==> src/rtl/lut_sweep_reader_if.sv <==
// Output word stream of the LUT sweep reader: packed truth-table words with valid/ready/last.
interface lut_sweep_reader_if #(
  parameter int unsigned WORD_W = 16
) ();
  logic [WORD_W-1:0] out_data;
  logic              out_valid;
  logic              out_ready;
  logic              out_last;

  modport master (
    output out_data,
    output out_valid,
    output out_last,
    input  out_ready
  );

  modport slave (
    input  out_data,
    input  out_valid,
    input  out_last,
    output out_ready
  );
endinterface

==> src/rtl/lut_sweep_reader.sv <==
// Sweeps every input code of a LUT neuron, packs the returned bits LSB-first
// into words and streams them out; the ROM contents read back as a bitstream.
module lut_sweep_reader #(
  parameter int unsigned IN_W    = 6,
  parameter int unsigned OUT_W   = 1,
  parameter int unsigned WORD_W  = 16,
  parameter int unsigned LUT_LAT = 0
) (
  input  logic                 clk,
  input  logic                 rst_n,
  input  logic                 start,
  output logic [IN_W-1:0]      lut_addr,
  input  logic [OUT_W-1:0]     lut_data,
  lut_sweep_reader_if.master   out_if,
  output logic                 busy,
  output logic                 done
);

  localparam int unsigned NUM_CODES = 2 ** IN_W;
  localparam int unsigned SLOTS     = WORD_W / OUT_W;
  localparam int unsigned LAST_SLOT = SLOTS - 1;
  localparam int unsigned SLOT_W    = (SLOTS > 1) ? $clog2(SLOTS) : 1;
  localparam int unsigned CNT_W     = (LUT_LAT > 1) ? $clog2(LUT_LAT) : 1;

  if ((WORD_W % OUT_W) != 0) begin : g_chk_slots
    $error("lut_sweep_reader: WORD_W must be a multiple of OUT_W");
  end
  if (((NUM_CODES * OUT_W) % WORD_W) != 0) begin : g_chk_words
    $error("lut_sweep_reader: table size must be a multiple of WORD_W");
  end

  typedef enum logic [2:0] {
    S_IDLE,
    S_ISSUE,
    S_WAIT,
    S_EMIT,
    S_DONE
  } state_e;

  state_e              state_q, state_d;
  logic [IN_W-1:0]     addr_q,  addr_d;
  logic [SLOT_W-1:0]   slot_q,  slot_d;
  logic [CNT_W-1:0]    cnt_q,   cnt_d;
  logic [WORD_W-1:0]   data_q,  data_d;
  logic                valid_q, valid_d;
  logic                last_q,  last_d;
  logic                busy_q,  busy_d;
  logic                done_q,  done_d;
  logic                capture;

  // State and output registers; every output is a flop so out_ready never reaches an output.
  always_ff @(posedge clk or negedge rst_n) begin
    if (!rst_n) begin
      state_q <= S_IDLE;
      addr_q  <= '0;
      slot_q  <= '0;
      cnt_q   <= '0;
      data_q  <= '0;
      valid_q <= 1'b0;
      last_q  <= 1'b0;
      busy_q  <= 1'b0;
      done_q  <= 1'b0;
    end else begin
      state_q <= state_d;
      addr_q  <= addr_d;
      slot_q  <= slot_d;
      cnt_q   <= cnt_d;
      data_q  <= data_d;
      valid_q <= valid_d;
      last_q  <= last_d;
      busy_q  <= busy_d;
      done_q  <= done_d;
    end
  end

  always_comb begin
    state_d = state_q;
    addr_d  = addr_q;
    slot_d  = slot_q;
    cnt_d   = cnt_q;
    data_d  = data_q;
    capture = 1'b0;

    unique case (state_q)
      S_IDLE: begin
        if (start) begin
          state_d = S_ISSUE;
          addr_d  = '0;
          slot_d  = '0;
          data_d  = '0;
        end
      end
      S_ISSUE: begin
        if (LUT_LAT == 0) begin
          capture = 1'b1;
        end else begin
          state_d = S_WAIT;
          cnt_d   = '0;
        end
      end
      S_WAIT: begin
        if (cnt_q == CNT_W'(LUT_LAT - 1)) begin
          capture = 1'b1;
        end else begin
          cnt_d = cnt_q + CNT_W'(1);
        end
      end
      S_EMIT: begin
        if (out_if.out_ready) begin
          if (last_q) begin
            state_d = S_DONE;
          end else begin
            state_d = S_ISSUE;
            data_d  = '0;
            slot_d  = '0;
            addr_d  = addr_q + IN_W'(1);
          end
        end
      end
      S_DONE: begin
        state_d = S_IDLE;
        addr_d  = '0;
      end
      default: state_d = S_IDLE;
    endcase

    // Drop the neuron's bits into the current slot and advance or emit.
    if (capture) begin
      for (int unsigned i = 0; i < SLOTS; i++) begin
        if (slot_q == SLOT_W'(i)) begin
          data_d[i*OUT_W +: OUT_W] = lut_data;
        end
      end
      if (slot_q == SLOT_W'(LAST_SLOT)) begin
        state_d = S_EMIT;
      end else begin
        state_d = S_ISSUE;
        slot_d  = slot_q + SLOT_W'(1);
        addr_d  = addr_q + IN_W'(1);
      end
    end

    valid_d = (state_d == S_EMIT);
    last_d  = (state_d == S_EMIT) && (addr_d == {IN_W{1'b1}});
    busy_d  = (state_d != S_IDLE);
    done_d  = (state_d == S_DONE);
  end

  assign lut_addr         = addr_q;
  assign out_if.out_data  = data_q;
  assign out_if.out_valid = valid_q;
  assign out_if.out_last  = last_q;
  assign busy             = busy_q;
  assign done             = done_q;

endmodule

==> src/flat_wrapper.sv <==
// flat-port wrapper written by rule: the top's interface ports become plain ports
module lut_sweep_reader_flat 
#(
  parameter int unsigned IN_W    = 6,
  parameter int unsigned OUT_W   = 1,
  parameter int unsigned WORD_W  = 16,
  parameter int unsigned LUT_LAT = 0
)
  (clk, rst_n, start, lut_addr, lut_data, busy, done, out_if_out_data, out_if_out_valid, out_if_out_last, out_if_out_ready);
  lut_sweep_reader_if #(.WORD_W(WORD_W)) out_if_i ();
  input  logic clk;
  input  logic rst_n;
  input  logic start;
  output logic [IN_W-1:0] lut_addr;
  input  logic [OUT_W-1:0] lut_data;
  output logic busy;
  output logic done;
  output wire logic [$bits(out_if_i.out_data)-1:0] out_if_out_data;
  output wire logic [$bits(out_if_i.out_valid)-1:0] out_if_out_valid;
  output wire logic [$bits(out_if_i.out_last)-1:0] out_if_out_last;
  input wire logic [$bits(out_if_i.out_ready)-1:0] out_if_out_ready;
  assign out_if_out_data = out_if_i.out_data;
  assign out_if_out_valid = out_if_i.out_valid;
  assign out_if_out_last = out_if_i.out_last;
  assign out_if_i.out_ready = out_if_out_ready;
  lut_sweep_reader #(.IN_W(IN_W), .OUT_W(OUT_W), .WORD_W(WORD_W), .LUT_LAT(LUT_LAT)) u_core (.clk(clk), .rst_n(rst_n), .start(start), .lut_addr(lut_addr), .lut_data(lut_data), .out_if(out_if_i), .busy(busy), .done(done));
endmodule
==> config.mk <==
export PLATFORM = sky130hd
export DESIGN_NAME = lut_sweep_reader_flat
export DESIGN_NICKNAME = d
export VERILOG_FILES = /design/src/rtl/lut_sweep_reader_if.sv /design/src/rtl/lut_sweep_reader.sv /design/src/flat_wrapper.sv
export SDC_FILE = /design/constraint.sdc
export NUM_CORES = 1
export LEC_CHECK = 0
export ABC_CLOCK_PERIOD_IN_PS = 2400
export BUFFER_PORTS_ARGS = -buffer_cell sky130_fd_sc_hd__buf_2
export CAP_MARGIN = 20
export CORE_MARGIN = 10
export CORE_UTILIZATION = 40
export DETAILED_ROUTE_END_ITERATION = 8
export PLACE_DENSITY = 0.57
export REMOVE_ABC_BUFFERS = 1
export SETUP_SLACK_MARGIN = 0.15
export SYNTH_ARGS = -nofsm -noshare
export SYNTH_HDL_FRONTEND = slang
export SYNTH_SLANG_ARGS = --single-unit
==> constraint.sdc <==
create_clock -name clk -period 2.4 [get_ports clk]
set_input_delay 0.48 -clock clk [delete_from_list [all_inputs] [get_ports clk]]
set_output_delay 0.48 -clock clk [all_outputs]
set_load 0.01 [all_outputs]
== After elaboration in Yosys (flattened, before gate mapping) ==
Cells that the tools add are included.
Storage, ports and cells
  register bits: 34
  input bits: 5
  output and inout port bits: 26
Cells by class
  add/subtract/negate cells: 3
  equality and inequality tests: 22
  mux-type cells: 42
  reductions and logical operators: 5
Operators with widths (count)
  $mux 16: 4
  $eq 4x4->1 const B: 8
  $pmux 16 s2: 1
  $mux 6: 5
  $mux 4: 5
  $mux 1: 18
  $pmux 6 s3: 1
  $eq 4x3->1 const B: 4
  $mux 3: 4
  $eq 3x2->1 const B: 3
  $pmux 3 s3: 1
  $eq 4x2->1 const B: 2
  $pmux 4 s2: 1
  $add 6x1->6 const B: 1
  $eq 3x3->1 const B: 2
  $eq 6x6->1 const B: 1
  $add 4x1->4 const B: 1
  $eq 4x1->1 const B: 1
  $logic_not 4->1: 1
  $eq 3x1->1 const B: 1
  $logic_not 3->1: 1
  $reduce_bool 3->1: 1
  $mux 2: 1
  $pmux 1 s2: 1
  other kinds (3): 3

== Longest topological paths before layout ==
Gate-level depths: netlist (run 1).
  word-level depth: 8
  mapped depth: 7

== Worst setup path before layout (run 1) ==
Ideal clock, no wire load.
  path type: flip-flop to flip-flop
  start: register u_core.state_q[1]
  end: register u_core.last_q, in the netlist u_core.out_if.out_last
  setup time: 0.133 ns
  data arrival time: 1.580 ns
  required time: 2.267 ns
  path slack: 0.687 ns
  cell stages (with the launch flop): 7
  clock period less this slack: 1.713 ns
  cell sequence: dfrtp_1 -> buf_6 -> nor2_1 -> o21ai_0 -> and3_1 -> a221o_1 -> nor4bb_4
Between the ends
  longest elaborated chain between the ends: 6
Ends and longest elaborated chain
  from (decl): RTL line lut_sweep_reader.sv:40  | state_e state_q, state_d;
  from (signal assigned): RTL line lut_sweep_reader.sv:64  | state_q <= state_d;
  $eq 3x3->1, or another cell as far along: RTL line lut_sweep_reader.sv:84  | unique case (state_q)
  $pmux 6 s3: RTL line lut_sweep_reader.sv:84
  $mux 6: RTL line lut_sweep_reader.sv:134  | if (slot_q == SLOT_W'(LAST_SLOT)) begin
  $mux 6 *: RTL line lut_sweep_reader.sv:128  | if (capture) begin
  named net u_core.addr_d[2]: RTL line lut_sweep_reader.sv:41  | logic [IN_W-1:0] addr_q, addr_d;
  $eq 6x6->1 *: RTL line lut_sweep_reader.sv:144  | last_d = (state_d == S_EMIT) && (addr_d == {IN_W{1'b1}});
  $logic_and 1x1->1 *: RTL line lut_sweep_reader.sv:144
  named net u_core.last_d: RTL line lut_sweep_reader.sv:46  | logic last_q, last_d;
  to (signal assigned): RTL line lut_sweep_reader.sv:70  | last_q <= last_d;
  to (decl): RTL line lut_sweep_reader.sv:46
The timed path passes the listed nets; every way through them passes the cells marked *.
A chain may end at the register's enable or synchronous reset.

== Worst setup path in the final report (run 1) ==
Ends and elaborated chain as after synthesis.

==> impl_metrics.json, run 1 <==
{
  "dpl_cell_area_sq_um": 2010,
  "pin_count": 31,
  "worst_path_max_delay_cell": "dfrtp_1",
  "grt_pass1_wl_um": 6580,
  "synth_seq_cells": 34,
  "synth.distinct_cells": 44,
  "synthCells": 182,
  "worstSetupStartpointType": "flop",
  "ir_drop_uv": 531,
  "via_per_inst": 5.32,
  "hold_ws_ns": 0.271,
  "worstSetupPathType": "flop to flop",
  "yosys_warnings": 0,
  "port_buffers": 30,
  "power.leakage_nw": 1.10,
  "synth_edf_count": 0,
  "cp_data_required_time_ns": 2.56,
  "root_buffer": "clkbuf_8",
  "clk_pin_slew_ns": 0.06,
  "cts_tree": "done",
  "final_nets": 220,
  "slew_headroom_pct": 49.3,
  "num_vias": 1394,
  "synth_area_sq_um": 1840,
  "ys.flop_type": "dfrtp_1",
  "dp_hpwl_um": 2840,
  "cp_cell_sequence": "and4b_1, nand2b_1, and3_1, a221o_1, nor4bb_4",
  "fin_ws_ns": 0.386,
  "grt-ovfl-total": 0,
  "routed_wirelength_um": 3960,
  "cp_max_fo": 11,
  "hold_viol": 0,
  "grt_usage_pct": 10.6,
  "wire_per_inst_um": 15.1,
  "fmax_ghz": 0.497,
  "clock_path_buffers": 2,
  "grt_max_degree": 35,
  "end_kind": "flop",
  "synth-seq-area-share_pct": 46.1,
  "final_cells": 262,
  "synth_area_leaders": "dfrtp_1 (46%), mux2i_1 (9.2%), nand2_1 (5.7%), nand3_1 (5.2%), ha_1 (3.4%)",
  "power_density_nw_per_um2": 1150,
  "place_ws_ns": 0.267,
  "grt_pass1_vias": 1389,
  "clock_sinks": 34,
  "busiest_layer": "met2",
  "use_met1_pct": 12.3,
  "initial_core_util_pct": 41.8,
  "drc": 0,
  "antenna_found_initial": 0,
  "met2_usage_pct": 17.5,
  "antenna_cells": 0,
  "synthArstFlopShare_pct": 100,
  "arrival_ns": 2.17,
  "coreArea_sq_um": 4410,
  "final_antenna_net_count": 0,
  "cts_made_buffers": 5,
  "final_cell_area_sq_um": 2090,
  "finalClockSkew_ns": 0.00284,
  "worstMarginPinSlew_ns": 0.761,
  "cap_violations": 0,
  "drive_gt1_share_pct": 24.3,
  "rsz0062_at_grt": "false",
  "status": "finished, final reports clean",
  "place_congestion": 0.792,
  "final_cell_mix": "dfrtp_1 (34), buf_2 (30), nand2_1 (28)",
  "fin_setup_tns_ns": 0,
  "die_y_um": 87.9,
  "synth_top_area_cell": "dfrtp_1",
  "area_growth_pct": 13.6,
  "synth_top_area_share_pct": 46.1,
  "die_w_um": 87.9,
  "firstDrtPassIters": 4,
  "clock_latency_ns": 0.28,
  "drtIter0Drc": 80,
  "max_stage_delay_ns": 0.57,
  "final_common_cell": "dfrtp_1",
  "dpl.cell_count": 255,
  "postCtsSetupBuffers": 0,
  "rows": 24,
  "min_period_ns": 2.01,
  "period_share_pct": 83.9,
  "cts.htree.levels": 2,
  "design.die.area_sq_um": 7730,
  "setup_viol_count_final": 0,
  "synth_area_per_cell_sq_um": 10.1,
  "slew_violations": 0,
  "hold_class": "primary input to async pin",
  "grtUsageMet3_pct": 3.44,
  "num-fill-cells": 425
}
report_power, final:
part           switching, mW  total [mW]  internal [mW]
combinational          0.580        1.04          0.462
sequential             0.202       0.971          0.769
clock                  0.190       0.389          0.199
metrics by stage:
step | total power [mW] | utilization (%)
2_1_floorplan | 1.67 | -
4_1_cts | 2.43 | 47.3
3_3_place_gp | 1.99 | 45.5
5_1_grt | 2.61 | 47.4
6_report | 2.40 | 47.4
3_5_place_dp | 2.02 | 45.5
metal layers:
layer / part of all wire [%] / vias up
met3: 6.7 / 7
li1: - / 691
met4: 1.7 / 0
met1: 43 / 667
met2: 48 / 29
met5: 0 / -
final timing paths:
path / start / end / slack, ns / cells past startpoint
worst max-delay path: u_core.state_q[1] / u_core.out_if.out_last / 0.39 / 5
min in group clk: u_core.cnt_q / u_core.cnt_q / 0.52 / 1
worst max register to register: u_core.state_q[1] / u_core.out_if.out_last / 0.39 / 5
max in group asynchronous: rst_n / u_core.out_if.out_data[15] / 1.65 / 1
worst min register to register: u_core.cnt_q / u_core.cnt_q / 0.52 / 1
worst min-delay path: rst_n / u_core.busy / 0.27 / 1
final cells by class:
cell class | instances | area, sq um | area share [%]
Sequential cell | 34 | 851 | 40.6
Tap cell | 52 | 65.1 | 3.11
Clock buffer | 7 | 76.3 | 3.64
Multi-Input combinational cell | 133 | 922 | 44.0
Inverter | 4 | 15.0 | 0.717
Timing Repair Buffer | 32 | 165 | 7.89
worst max-delay path: cells and delay by family, from the launching register on:
family,cells,cell delay (ns)
flops,1,0.57
simple gates,4,0.97
compound gates,1,0.36
cell usage after synthesis (3+ instances only):
library cell,number
or2_2,7
inv_1,4
nand2_1,28
nand4_1,4
o21ai_0,6
buf_2,3
mux2i_1,17
nand3_1,19
a21oi_1,3
nor2_1,4
dfrtp_1,34
nor2b_1,3
clkbuf_1,5
ha_1,5
logic make-up after synthesis:
kind of cell | Yosys count | share of synthesized area, %
AND/OR/NAND/NOR | 86 | 26.3
flip-flops | 34 | 46.1
AO/OA/AOI/OAI | 23 | 9.70
multiplexers | 17 | 9.23
buffers and inverters | 15 | 4.27
adder cells (fa/ha/maj) | 5 | 3.39
XOR/XNOR | 2 | 0.950
state kept, by name, summed over array words and instances (netlist names):
name                     flops
u_core.state_q               3
u_core.out_if.out_data      16
u_core.done                  1
u_core.out_if.out_last       1
u_core.cnt_q                 1
u_core.lut_addr              6
u_core.out_if.out_valid      1
u_core.busy                  1
u_core.slot_q                4
timing repair:
item,in CTS,in global routing
gates resized for setup,0,1
hold buffers,0,0
endpoints found under the setup margin,0,1
Power figures use the tool's default switching activity.
==> run 2, diff against run 1 <==
--- a/config.mk
+++ b/config.mk
@@ -5,13 +5,13 @@
 export SDC_FILE = /design/constraint.sdc
 export NUM_CORES = 1
 export LEC_CHECK = 0
-export ABC_CLOCK_PERIOD_IN_PS = 2400
+export ABC_CLOCK_PERIOD_IN_PS = 1830
 export BUFFER_PORTS_ARGS = -buffer_cell sky130_fd_sc_hd__buf_2
 export CAP_MARGIN = 20
 export CORE_MARGIN = 10
 export CORE_UTILIZATION = 40
 export DETAILED_ROUTE_END_ITERATION = 8
-export PLACE_DENSITY = 0.57
+export PLACE_DENSITY = 0.59
 export REMOVE_ABC_BUFFERS = 1
 export SETUP_SLACK_MARGIN = 0.15
 export SYNTH_ARGS = -nofsm -noshare
==> constraint.sdc (replaced) <==
create_clock -name clk -period 1.83 [get_ports clk]
set_input_delay 0.366 -clock clk [delete_from_list [all_inputs] [get_ports clk]]
set_output_delay 0.366 -clock clk [all_outputs]
set_load 0.01 [all_outputs]
==> impl_metrics.json, run 2 (synthesized netlist as in run 1, its figures left out) <==
{
  "area_growth_pct": 29.4,
  "drtIter0Drc": 62,
  "hold_ws_ns": 0.152,
  "cts_made_buffers": 5,
  "crit_end": "u_core.out_if.out_last",
  "reg2reg_to": "u_core.out_if.out_last",
  "end_kind": "flop",
  "rows": 24,
  "worstSetupPathType": "flop to flop",
  "min_period_ns": 1.76,
  "dp_hpwl_um": 3230,
  "slew_headroom_pct": 48.8,
  "r2r_setup_slack_ns": 0.07,
  "final_nets": 244,
  "grt_pass1_wl_um": 7610,
  "clock_sinks": 34,
  "cts.htree.levels": 2,
  "antenna_found_initial": 0,
  "final_cells": 287,
  "drive_gt1_share_pct": 38.3,
  "clock_latency_ns": 0.29,
  "coreArea_sq_um": 4410,
  "grt_pass1_vias": 1646,
  "worstSetupStartpoint": "u_core.state_q[1]",
  "ctsHoldBuffers": 0,
  "rsz0062_at_grt": "true",
  "setup_viol_count_final": 0,
  "worstSetupStartpointType": "flop",
  "r2r-start": "u_core.state_q[1]",
  "dpl.cell_count": 272,
  "worstMarginPinSlew_ns": 0.768,
  "die_y_um": 87.9,
  "initial_core_util_pct": 41.8,
  "final_cell_area_sq_um": 2390,
  "antenna_cells": 0,
  "port_buffers": 30,
  "regArea_sq_um": 855,
  "place_congestion": 0.773,
  "fmax_ghz": 0.569,
  "root_buffer": "clkbuf_8",
  "cts_tree": "done",
  "fin_setup_tns_ns": 0,
  "power.leakage_nw": 1.25,
  "clock_path_buffers": 2,
  "num-fill-cells": 403,
  "slew_violations": 0,
  "largest_register_ffs": 16,
  "die_w_um": 87.9,
  "cap_violations": 0,
  "cp_max_fo": 8,
  "via_per_inst": 5.40,
  "final_antenna_net_count": 0,
  "clk_pin_slew_ns": 0.07,
  "grt_max_degree": 35,
  "arrival_ns": 1.95,
  "firstDrtPassIters": 4,
  "routed_wirelength_um": 4660,
  "pin_count": 31,
  "design.die.area_sq_um": 7730,
  "grt_usage_pct": 12.3,
  "status": "finished, final reports clean",
  "grt-ovfl-total": 0,
  "final_cell_mix": "dfrtp_1 (31), buf_2 (30), nand2_1 (28)",
  "hold_class": "primary input to async pin",
  "multiInputGateArea_sq_um": 1000,
  "power_density_nw_per_um2": 1520,
  "cp_data_required_time_ns": 2.03,
  "period_share_pct": 96.0,
  "hold_viol": 0,
  "drc": 0,
  "finalClockSkew_ns": 0.00538,
  "wire_per_inst_um": 16.3,
  "final_common_cell": "dfrtp_1",
  "num_vias": 1551,
  "dpl_cell_area_sq_um": 2150,
  "reg2regPathDepth": 5,
  "ir_drop_uv": 805,
  "p_total_mw": 3.63
}
[run 2: changes by cell type in the layout (fill, tap and decap cells not counted), sizes merged]
cell,delta
o21ai,+1
buf,+22
nor2,+1
clkinv,+1
[run 2: routing by layer]
| layer | up-vias | track usage, % | wire length (um) |
|---|---|---|---|
| met5 | - | 0 | 0 |
| met4 | 0 | 5.65 | 119 |
| met3 | 12 | 5.11 | 329 |
| met2 | 35 | 21.0 | 2410 |
| met1 | 755 | 12.9 | 1800 |
| li1 | 749 | - | - |
[run 2: report_power, final]
group          internal [mW]  switching (mW)  total, mW
clock                  0.303           0.272      0.575
sequential              1.01           0.191       1.20
combinational          0.884           0.966       1.85
total                   2.20            1.43       3.63
[run 2: area by class of cell]
type / count / area share (%)
clock buffer: 7 / 3.62
clock inverter: 1 / 0.210
inverter: 4 / 0.629
multi-input combinational: 135 / 42.0
sequential: 34 / 35.8
tap: 52 / 2.73
timing repair buffer: 54 / 15.0
[run 2: how the worst min path moves through the flow]
stage / end / startpoint / cells after the start / slack (ns)
finish: u_core.out_if.out_data[4] / rst_n / 1 / 0.15
global route: u_core.busy / rst_n / 1 / 0.21
CTS: u_core.busy / rst_n / 1 / 0.18
detailed placement: u_core.out_if.out_data[4] / rst_n / 1 / 0.49
global placement: u_core.out_if.out_data[0] / rst_n / 1 / 0.47
floorplan: u_core.busy / rst_n / 0 / 0.07
[run 2: worst max-delay path, cell delays in order (launching register included)]
cell       delay, ns
dfrtp_2         0.47
and4bb_2        0.29
o21a_1          0.22
a2111oi_4       0.31
o21a_1          0.19
nor4bb_4        0.18
[run 2: repair_timing]
item	in CTS	in global routing
gates resized for setup	14	9
gates cloned	1	1
endpoints found under the setup margin	21	19
setup buffers	5	0
pin swaps	6	4
[run 2: stage by stage]
step	worst slack, ns	utilization (%)
after global routing	0.00139	54.1
after detailed placement	-0.165	48.7
after CTS	0.0541	53.1
after floorplan	-0.0609	-
final	0.0729	54.1
after global placement	-0.0889	48.7
